$ cat config.mk
export PLATFORM = sky130hd
export DESIGN_NAME = multi_cycle_control
export DESIGN_NICKNAME = d
export VERILOG_FILES = /design/src/rtl/mips_ctrl_pkg.sv /design/src/rtl/mc_ctrl_out_decode.sv /design/src/rtl/multi_cycle_control.sv
export SDC_FILE = /design/constraint.sdc
export NUM_CORES = 1
export LEC_CHECK = 0
export CAP_MARGIN = 20
export CORE_ASPECT_RATIO = 1.25
export CORE_MARGIN = 4
export CORE_UTILIZATION = 43
export CTS_CLUSTER_SIZE = 25
export DETAILED_ROUTE_END_ITERATION = 6
export HOLD_SLACK_MARGIN = 0.06
export PLACE_DENSITY = 0.8
export SLEW_MARGIN = 20
export SYNTH_ARGS = -nofsm -noshare
export SYNTH_HDL_FRONTEND = slang
export SYNTH_HIERARCHICAL = 1
export SYNTH_SLANG_ARGS = --single-unit
$ cat constraint.sdc
create_clock -name clk -period 2.2 [get_ports clk]
set_clock_uncertainty 0.05 [all_clocks]
set_input_delay 0.44 -clock clk [delete_from_list [all_inputs] [get_ports clk]]
set_output_delay 0.44 -clock clk [all_outputs]
set_load 0.01 [all_outputs]
$ cat src/rtl/mips_ctrl_pkg.sv
// Shared encodings for the multi-cycle MIPS control unit:
// FSM states, opcode/funct values, ALU op codes and mux selects.
package mips_ctrl_pkg;

  typedef enum logic [3:0] {
    S_FETCH    = 4'd0,
    S_DECODE   = 4'd1,
    S_MEM_ADDR = 4'd2,
    S_MEM_RD   = 4'd3,
    S_MEM_WB   = 4'd4,
    S_MEM_WR   = 4'd5,
    S_R_EXEC   = 4'd6,
    S_R_WB     = 4'd7,
    S_I_EXEC   = 4'd8,
    S_I_WB     = 4'd9,
    S_BRANCH   = 4'd10,
    S_JUMP     = 4'd11,
    S_JR       = 4'd12,
    S_JAL      = 4'd13
  } state_e;

  localparam logic [5:0] OP_RTYPE = 6'h00;
  localparam logic [5:0] OP_J     = 6'h02;
  localparam logic [5:0] OP_JAL   = 6'h03;
  localparam logic [5:0] OP_BEQ   = 6'h04;
  localparam logic [5:0] OP_BNE   = 6'h05;
  localparam logic [5:0] OP_ADDI  = 6'h08;
  localparam logic [5:0] OP_ANDI  = 6'h0C;
  localparam logic [5:0] OP_ORI   = 6'h0D;
  localparam logic [5:0] OP_LUI   = 6'h0F;
  localparam logic [5:0] OP_LW    = 6'h23;
  localparam logic [5:0] OP_SW    = 6'h2B;

  localparam logic [5:0] FN_JR    = 6'h08;

  localparam logic [3:0] ALU_ORI  = 4'b0001;
  localparam logic [3:0] ALU_LUI  = 4'b0010;
  localparam logic [3:0] ALU_ANDI = 4'b0011;
  localparam logic [3:0] ALU_ADD  = 4'b0100;
  localparam logic [3:0] ALU_BEQ  = 4'b0110;
  localparam logic [3:0] ALU_R    = 4'b0111;
  localparam logic [3:0] ALU_BNE  = 4'b1000;

  localparam logic [1:0] RD_RT    = 2'b00;
  localparam logic [1:0] RD_RD    = 2'b01;
  localparam logic [1:0] RD_RA    = 2'b10;

  localparam logic [1:0] WD_ALU   = 2'b00;
  localparam logic [1:0] WD_MDR   = 2'b01;
  localparam logic [1:0] WD_PC    = 2'b10;

  localparam logic [1:0] SB_REGB  = 2'b00;
  localparam logic [1:0] SB_FOUR  = 2'b01;
  localparam logic [1:0] SB_IMM   = 2'b10;
  localparam logic [1:0] SB_IMM4  = 2'b11;

  localparam logic [1:0] PC_ALU   = 2'b00;
  localparam logic [1:0] PC_OUT   = 2'b01;
  localparam logic [1:0] PC_JMP   = 2'b10;
  localparam logic [1:0] PC_REGA  = 2'b11;

  typedef struct packed {
    logic       pc_write;
    logic       branch_eq;
    logic       branch_ne;
    logic       i_or_d;
    logic       mem_read;
    logic       mem_write;
    logic       ir_write;
    logic [1:0] reg_dst;
    logic [1:0] mem_to_reg;
    logic       reg_write;
    logic       alu_src_a;
    logic [1:0] alu_src_b;
    logic [3:0] alu_op;
    logic [1:0] pc_source;
  } ctrl_t;

endpackage

$ cat src/rtl/mc_ctrl_out_decode.sv
// Moore output decode: maps current state (plus opcode and
// memory handshake in FETCH) to the datapath control word.
module mc_ctrl_out_decode
  import mips_ctrl_pkg::*;
(
  input  logic [3:0] state,
  input  logic [5:0] opcode,
  input  logic       mem_ready,
  output ctrl_t      ctrl
);

  // Control word per state; unlisted fields stay zero.
  always_comb begin
    ctrl = '0;
    case (state)
      S_FETCH: begin
        ctrl.mem_read  = 1'b1;
        ctrl.alu_src_b = SB_FOUR;
        ctrl.alu_op    = ALU_ADD;
        ctrl.pc_source = PC_ALU;
        ctrl.ir_write  = mem_ready;
        ctrl.pc_write  = mem_ready;
      end
      S_DECODE: begin
        ctrl.alu_src_b = SB_IMM4;
        ctrl.alu_op    = ALU_ADD;
      end
      S_MEM_ADDR: begin
        ctrl.alu_src_a = 1'b1;
        ctrl.alu_src_b = SB_IMM;
        ctrl.alu_op    = ALU_ADD;
      end
      S_MEM_RD: begin
        ctrl.mem_read = 1'b1;
        ctrl.i_or_d   = 1'b1;
      end
      S_MEM_WB: begin
        ctrl.reg_write  = 1'b1;
        ctrl.reg_dst    = RD_RT;
        ctrl.mem_to_reg = WD_MDR;
      end
      S_MEM_WR: begin
        ctrl.mem_write = 1'b1;
        ctrl.i_or_d    = 1'b1;
      end
      S_R_EXEC: begin
        ctrl.alu_src_a = 1'b1;
        ctrl.alu_src_b = SB_REGB;
        ctrl.alu_op    = ALU_R;
      end
      S_R_WB: begin
        ctrl.reg_write  = 1'b1;
        ctrl.reg_dst    = RD_RD;
        ctrl.mem_to_reg = WD_ALU;
      end
      S_I_EXEC: begin
        ctrl.alu_src_a = 1'b1;
        ctrl.alu_src_b = SB_IMM;
        unique case (1'b1)
          opcode == OP_ORI:  ctrl.alu_op = ALU_ORI;
          opcode == OP_LUI:  ctrl.alu_op = ALU_LUI;
          opcode == OP_ANDI: ctrl.alu_op = ALU_ANDI;
          default:           ctrl.alu_op = ALU_ADD;
        endcase
      end
      S_I_WB: begin
        ctrl.reg_write  = 1'b1;
        ctrl.reg_dst    = RD_RT;
        ctrl.mem_to_reg = WD_ALU;
      end
      S_BRANCH: begin
        ctrl.alu_src_a = 1'b1;
        ctrl.alu_src_b = SB_REGB;
        ctrl.pc_source = PC_OUT;
        if (opcode == OP_BNE) begin
          ctrl.alu_op    = ALU_BNE;
          ctrl.branch_ne = 1'b1;
        end else begin
          ctrl.alu_op    = ALU_BEQ;
          ctrl.branch_eq = 1'b1;
        end
      end
      S_JUMP: begin
        ctrl.pc_write  = 1'b1;
        ctrl.pc_source = PC_JMP;
      end
      S_JAL: begin
        ctrl.pc_write   = 1'b1;
        ctrl.pc_source  = PC_JMP;
        ctrl.reg_write  = 1'b1;
        ctrl.reg_dst    = RD_RA;
        ctrl.mem_to_reg = WD_PC;
      end
      S_JR: begin
        ctrl.pc_write  = 1'b1;
        ctrl.pc_source = PC_REGA;
      end
      default: ctrl = '0;
    endcase
  end

endmodule

$ cat src/rtl/multi_cycle_control.sv
// Multi-cycle MIPS control FSM: state register, next-state
// logic, and reset gating of the decoded control word.
module multi_cycle_control
  import mips_ctrl_pkg::*;
(
  input  logic       clk,
  input  logic       reset,
  input  logic [5:0] opcode_i,
  input  logic [5:0] funct_i,
  input  logic       mem_ready_i,
  output logic       pc_write_o,
  output logic       branch_eq_o,
  output logic       branch_ne_o,
  output logic       i_or_d_o,
  output logic       mem_read_o,
  output logic       mem_write_o,
  output logic       ir_write_o,
  output logic [1:0] reg_dst_o,
  output logic [1:0] mem_to_reg_o,
  output logic       reg_write_o,
  output logic       alu_src_a_o,
  output logic [1:0] alu_src_b_o,
  output logic [3:0] alu_op_o,
  output logic [1:0] pc_source_o,
  output logic [3:0] state_o
);

  logic [3:0] state_q;
  logic [3:0] state_d;
  ctrl_t      ctrl;
  ctrl_t      ctrl_g;

  // State register; reset wins over any transition.
  always_ff @(posedge clk) begin
    if (reset) state_q <= S_FETCH;
    else       state_q <= state_d;
  end

  // Next-state selection, opcode dispatch in DECODE.
  always_comb begin
    state_d = S_FETCH;
    case (state_q)
      S_FETCH:
        state_d = mem_ready_i ? S_DECODE : S_FETCH;
      S_DECODE: begin
        unique case (1'b1)
          opcode_i == OP_LW,
          opcode_i == OP_SW:
            state_d = S_MEM_ADDR;
          opcode_i == OP_RTYPE:
            state_d = (funct_i == FN_JR) ? S_JR : S_R_EXEC;
          opcode_i == OP_ADDI,
          opcode_i == OP_ORI,
          opcode_i == OP_LUI,
          opcode_i == OP_ANDI:
            state_d = S_I_EXEC;
          opcode_i == OP_BEQ,
          opcode_i == OP_BNE:
            state_d = S_BRANCH;
          opcode_i == OP_J:
            state_d = S_JUMP;
          opcode_i == OP_JAL:
            state_d = S_JAL;
          default:
            state_d = S_FETCH;
        endcase
      end
      S_MEM_ADDR:
        state_d = (opcode_i == OP_LW) ? S_MEM_RD : S_MEM_WR;
      S_MEM_RD:
        state_d = mem_ready_i ? S_MEM_WB : S_MEM_RD;
      S_MEM_WR:
        state_d = mem_ready_i ? S_FETCH : S_MEM_WR;
      S_R_EXEC: state_d = S_R_WB;
      S_I_EXEC: state_d = S_I_WB;
      default:  state_d = S_FETCH;
    endcase
  end

  mc_ctrl_out_decode u_dec (
    .state     (state_q),
    .opcode    (opcode_i),
    .mem_ready (mem_ready_i),
    .ctrl      (ctrl)
  );

  assign ctrl_g  = reset ? '0 : ctrl;
  assign state_o = reset ? 4'd0 : state_q;

  assign pc_write_o   = ctrl_g.pc_write;
  assign branch_eq_o  = ctrl_g.branch_eq;
  assign branch_ne_o  = ctrl_g.branch_ne;
  assign i_or_d_o     = ctrl_g.i_or_d;
  assign mem_read_o   = ctrl_g.mem_read;
  assign mem_write_o  = ctrl_g.mem_write;
  assign ir_write_o   = ctrl_g.ir_write;
  assign reg_dst_o    = ctrl_g.reg_dst;
  assign mem_to_reg_o = ctrl_g.mem_to_reg;
  assign reg_write_o  = ctrl_g.reg_write;
  assign alu_src_a_o  = ctrl_g.alu_src_a;
  assign alu_src_b_o  = ctrl_g.alu_src_b;
  assign alu_op_o     = ctrl_g.alu_op;
  assign pc_source_o  = ctrl_g.pc_source;

endmodule

# Yosys cells after proc, flatten, opt, wreduce, memory -nomap -nowiden
# Cells that the tools add are included.
[totals] elab_cells=58 ff_bits=4 in_bits=15 out_inout_bits=25
[classes] mux=23 eq_ne=24 reduce_logical=10
[op_table] cell="case mux 6 bit (6 select lines)" n=1
[op_table] cell="equality test 6 x 4 -> 1 bit, second input constant" n=5
[op_table] cell="case mux 4 bit (7 select lines)" n=1
[op_table] cell="equality test 4 bit, second input constant" n=6
[op_table] cell="case mux 4 bit (6 select lines)" n=1
[op_table] cell="2-to-1 mux 21 bit" n=1
[op_table] cell="case mux 5 bit (4 select lines)" n=1
[op_table] cell="equality test 4 x 3 -> 1 bit, second input constant" n=4
[op_table] cell="equality test 6 x 2 -> 1 bit, second input constant" n=2
[op_table] cell="equality test 6 x 3 -> 1 bit, second input constant" n=2
[op_table] cell="equality test 6 bit, second input constant" n=2
[op_table] cell="2-to-1 mux 4 bit" n=3
[op_table] cell="OR reduction 2 bit" n=5
[op_table] cell="2-to-1 mux 3 bit" n=3
[op_table] cell="case mux 3 bit (3 select lines)" n=1
[op_table] cell="equality test 4 x 2 -> 1 bit, second input constant" n=2
[op_table] cell="2-to-1 mux 1 bit" n=8
[op_table] cell="OR reduction 4 bit" n=2
[op_table] cell="zero test 6 bit" n=1
[op_table] cell="case mux 2 bit (3 select lines)" n=1
[op_table] cell="equality test 4 x 1 -> 1 bit, second input constant" n=1
[op_table] cell="zero test 4 bit" n=1
[op_table] cell="OR reduction 3 bit" n=1
[op_table] cell="2-to-1 mux 2 bit" n=1
[op_table] cell="case mux 1 bit (2 select lines)" n=1

# Longest topological paths before layout
[depth] word_depth=4 ltp_mapped=6 ltp_nobuf=5

# By module
# Netlist, hierarchy kept.
[by_module_without_submodules] module="multi_cycle_control" area_per_inst_um2=646.9 cells_each=98 instances=1 seq_area_each_um2=80.1
[by_module_without_submodules] module="mc_ctrl_out_decode" area_per_inst_um2=329.1 cells_each=57 instances=1 seq_area_each_um2=0.0

# Worst setup path before layout
# OpenSTA, ideal clock, no wires.
[synth_timing] path_kind="input port to flip-flop" start="in opcode_i[1]" end="reg state_q[2]" n_path_buf=1 required_ns=2.035 path_stages=6 setup_ns=0.115 arrival_ns=1.691 path_slack_ns=0.345 path_cell_list="buf_6 or3b_1 or4_1 nand3b_1 a21oi_1 o21a_1"
[synth_via] elab_chain_cells=4 word_cells_on_any_way=17 cone_classes="eq/ne: 10; mux: 3; reduce/logical: 4"
[synth_rtl] element="from (decl)" line_no="multi_cycle_control.sv:8" text="input logic [5:0] opcode_i,"
[synth_rtl] element="equality test 6 x 4 -> 1 bit (tied with other cells)" line_no="multi_cycle_control.sv:52" text="opcode_i == OP_ADDI,"
[synth_rtl] element="OR reduction 4 bit / OR reduction 2 bit (equally long branches)" line_no="multi_cycle_control.sv:46" text="unique case (1'b1)"
[synth_rtl] element="case mux 4 bit (6 select lines)" line_no="multi_cycle_control.sv:46"
[synth_rtl] element="case mux 4 bit (7 select lines) *" line_no="multi_cycle_control.sv:42" text="case (state_q)"
[synth_rtl] element="to (signal assigned)" line_no="multi_cycle_control.sv:36" text="else state_q <= state_d;"
[synth_rtl] element="to (decl)" line_no="multi_cycle_control.sv:28" text="logic [3:0] state_q;"
# Mark *: on every way between the ends. The rest lies on a longest branch, timed or not.
# A chain may end at the register's enable or synchronous reset.

==> results.txt <==
* Commonest register cell after synthesis: dfxtp_1
- The placed instances occupy a cell area of roughly 1500 sq um.
- Setup slack on the worst flop-to-flop path: ~0.34 ns
* Total instance count after detailed placement: ~230
- Yosys top cell by area: nor2b_1
* Synth Net Count: between 150 and 200
- Clock transition at path regs: 0.04 ns
- Filler instances: 207
- Via count normalized by instance count: 5.32
- Largest registers: state_q: 4 flops
* Final worst setup slack: 0.0400 ns
- Count of state elements after synthesis: 4
* Horizontal extent of the die: between 50 and 60 um
- Yosys warnings: 6
- The region available for standard cell placement spans between 2000 and 2500 sq um.
- Of the available clock period, the critical path in the final layout requires about 98%.
- The first global-routing pass estimated between 4 and 5 mm of wire.
- Ranked by total cell area, the synthesized netlist is headed by nor2b_1, dfxtp_1, nor2_1.
* Post-place setup slack: -0.667 ns
* Share of layout cells above drive strength 1: between 20% and 30%
- Register with the most flip-flops: state_q
- The synthesized design contains 0 enable-type register cells.
- Summing all multi-input logic gate instances after layout gives 856 sq um.
- For this run, the total global-route usage over all layers was measured as between 10% and 20%.
- Hold-fix buffer count after cts: 0
* Power per standard cell area: 229 nW/um^2
- Yosys mapped the design onto 44 distinct sky130hd cell types.
* Gpl congestion: roughly 0.80
* Critical Setup Path Class: input pin to output port
- Entering global routing, the biggest net connects 28 pins.
- Sum Neg Setup Slack: 0 ns
- Core occupancy in the finished layout: 69.7%
- Initial cell density of the core: approximately 45%
- Synth Instances: about 160
- Data on the critical path arrives at its endpoint at approximately 1.7 ns.
- Dividing the synthesized area by the synthesized cell count gives 6.30 sq um.
- The longest clock path from root to sink contains 2 buffers.
- Peak ir drop on the vdd network: between 0.00015 and 0.0002 V
* Final Setup Violations: 0
* DRC violations left: 0
- The wire-length estimate of the detail-placed layout is 2.27 mm.
- Sum of routed wire length over all layers: 2.81 mm
- Clock Root Buffer: clkbuf_4
- STA classifies the critical path endpoint as an output port.
* Largest register FFs: 4
- Crit Path Max Fanout: 3
- Max_cap viols: 0
- In this run the cell area of the synthesized design comes to 976 sq um.
- Most common library cell in the layout ignoring fill and taps: nor2b_1
- The via count of the first global-routing pass came to roughly 1200.
* I/O pin cnt: 40
- Row cnt: 19
- CTS built an H-tree with a depth of 1.
* Setup repair after global routing missed its margin: false
- STA classifies the critical path startpoint as an input pin.
- Area taken by flip-flops and latches: ~83 sq um
- Measured against its own limit, the worst slew margin works out to between 70 and 80%.
- Most frequent cells in the layout: nor2b_1, dlygate4sd2_1, buf_4, nor2_1
* Routed len/inst: between 10 and 15 um
- Sequential cell area fraction in the yosys report: around 8.2%
- The worst register-to-register path begins at state_q[2]$_SDFF_PP0_.
- Number of hold-slack violations in the final timing report: 0
- The final layout contains 223 nets.
- Clock Latency Late Sink: about 0.24 ns
* Leakage: a little under 0.0007 uW
* Post-layout instance count excluding filler cells: approximately 240
- Critical path destination: pc_write_o
- Counting flops with an async set or reset pin after synthesis yields a share of 0%.
- Upper clock frequency limit: 463 MHz
- The run finished with clean final reports.
* Total grt overflow: 0
- The number of pins exceeding their max-slew limit in the final report is 0.
* Crit path required time: 1.71 ns
* Clk sinks: 4
* Total CTS buffers: 3
- Area overhead of the layout relative to synthesis: 56.2%
- From bottom edge to top edge, the die measures just over 60 um.
* Antenna violations before repair: 0
- Antenna viol nets, final: 0
- Type of the worst min-delay path: register to register
* Path depth of the worst reg2reg path: 7
- The repair_antennas step left the layout with diodes totalling 0.
- TritonCTS built the clock tree.
- The endpoint identified for the worst register-to-register timing path is state_q[1]$_SDFF_PP0_.
- Time the worst path needs with I/O delays and setup: roughly 2.2 ns
- Worst Tran Pin Value: about 0.4 ns
- Detailed routing inserted a total of 1262 vias.
* Drt first-iter violations: 37
- The first detailed-routing pass took 4 iterations.
* Post-CTS Repair Setup Buffers: 0
- CP startpoint: mem_ready_i
- Die ar.: 3100 sq um
* Finished Cell Area: ~1500 sq um
- In this run the tool buffered the top-level ports with 39 buffer cells.
- Summed over its instances, the top area cell type makes up 16.7% of the synthesized netlist area.
-- cells by family after synthesis --
logic type / Yosys count / share of synthesized area, %
buffers and inverters: 17 / 8.84
flip-flops: 4 / 8.21
multiplexers: 1 / 1.03
AND/OR/NAND/NOR: 103 / 62.1
XOR/XNOR: 3 / 2.69
AO/OA/AOI/OAI: 27 / 17.2
-- cell type report --
class | instances | share of cell area [%]
multi-input combinational | 134 | 56.2
timing repair buffer | 62 | 33.7
sequential | 4 | 5.42
tap | 31 | 2.55
clock buffer | 3 | 1.48
inverter | 3 | 0.739
-- report_power, final --
group | total (uW) | switching, uW | internal (uW)
logic | 177 | 84.0 | 92.9
clock network | 92.0 | 30.9 | 61.1
registers | 80.2 | 4.07 | 76.2
total | 349 | 119 | 230
-- repair_timing --
item                                    CTS  global route
pin swaps                                 5             4
gates resized for setup                  58             9
endpoints found under the setup margin   27             4
-- per-layer routing --
layer | GRT usage [%] | up-vias | wire, um
met5 | 0 | - | 0
li1 | - | 644 | -
met3 | 1.94 | 4 | 119
met1 | 18.8 | 577 | 1080
met2 | 38.8 | 37 | 1560
met4 | 11.5 | 0 | 48
-- worst min path at each step --
| stage | from | endpoint | depth (start not counted) |
|---|---|---|---|
| floorplan | state_q[3]$_SDFF_PP0_ | state_q[3]$_SDFF_PP0_ | 3 |
| global placement | state_q[0]$_SDFF_PP0_ | state_q[3]$_SDFF_PP0_ | 3 |
| detailed placement | state_q[0]$_SDFF_PP0_ | state_q[3]$_SDFF_PP0_ | 3 |
| CTS | state_q[0]$_SDFF_PP0_ | state_q[3]$_SDFF_PP0_ | 3 |
| global route | state_q[0]$_SDFF_PP0_ | state_q[3]$_SDFF_PP0_ | 3 |
| finish | state_q[0]$_SDFF_PP0_ | state_q[3]$_SDFF_PP0_ | 3 |
-- cells in the mapped netlist (all sizes together), types with 2 or more instances --
library cell and count:
nand2b 8, nand3b 5, or3 3, dfxtp 4, o21ai 8, buf 8
inv 3, clkbuf 6, or4b 2, nor2 21, o32a 2, nand2 8
and3 4, xnor2 2, nor3 8, or2 2, nand3 3, or4 3
nor3b 4, nor2b 26, and2 2, a21oi 9
-- critical path, cell delays in order --
cell and delay (ns):
clkdlybuf4s50_1 0.46, and3_1 0.18, or2_1 0.20, nor2b_1 0.12
dlygate4sd2_1 0.28
-- through the flow --
stage          hold WS [ns]  power [uW]
6_report              0.677         349
5_1_grt               0.705         374
4_1_cts               0.684         351
3_5_place_dp          0.700         263
3_3_place_gp          0.694         257
2_1_floorplan         0.606         174
Power figures use the tool's default switching activity.
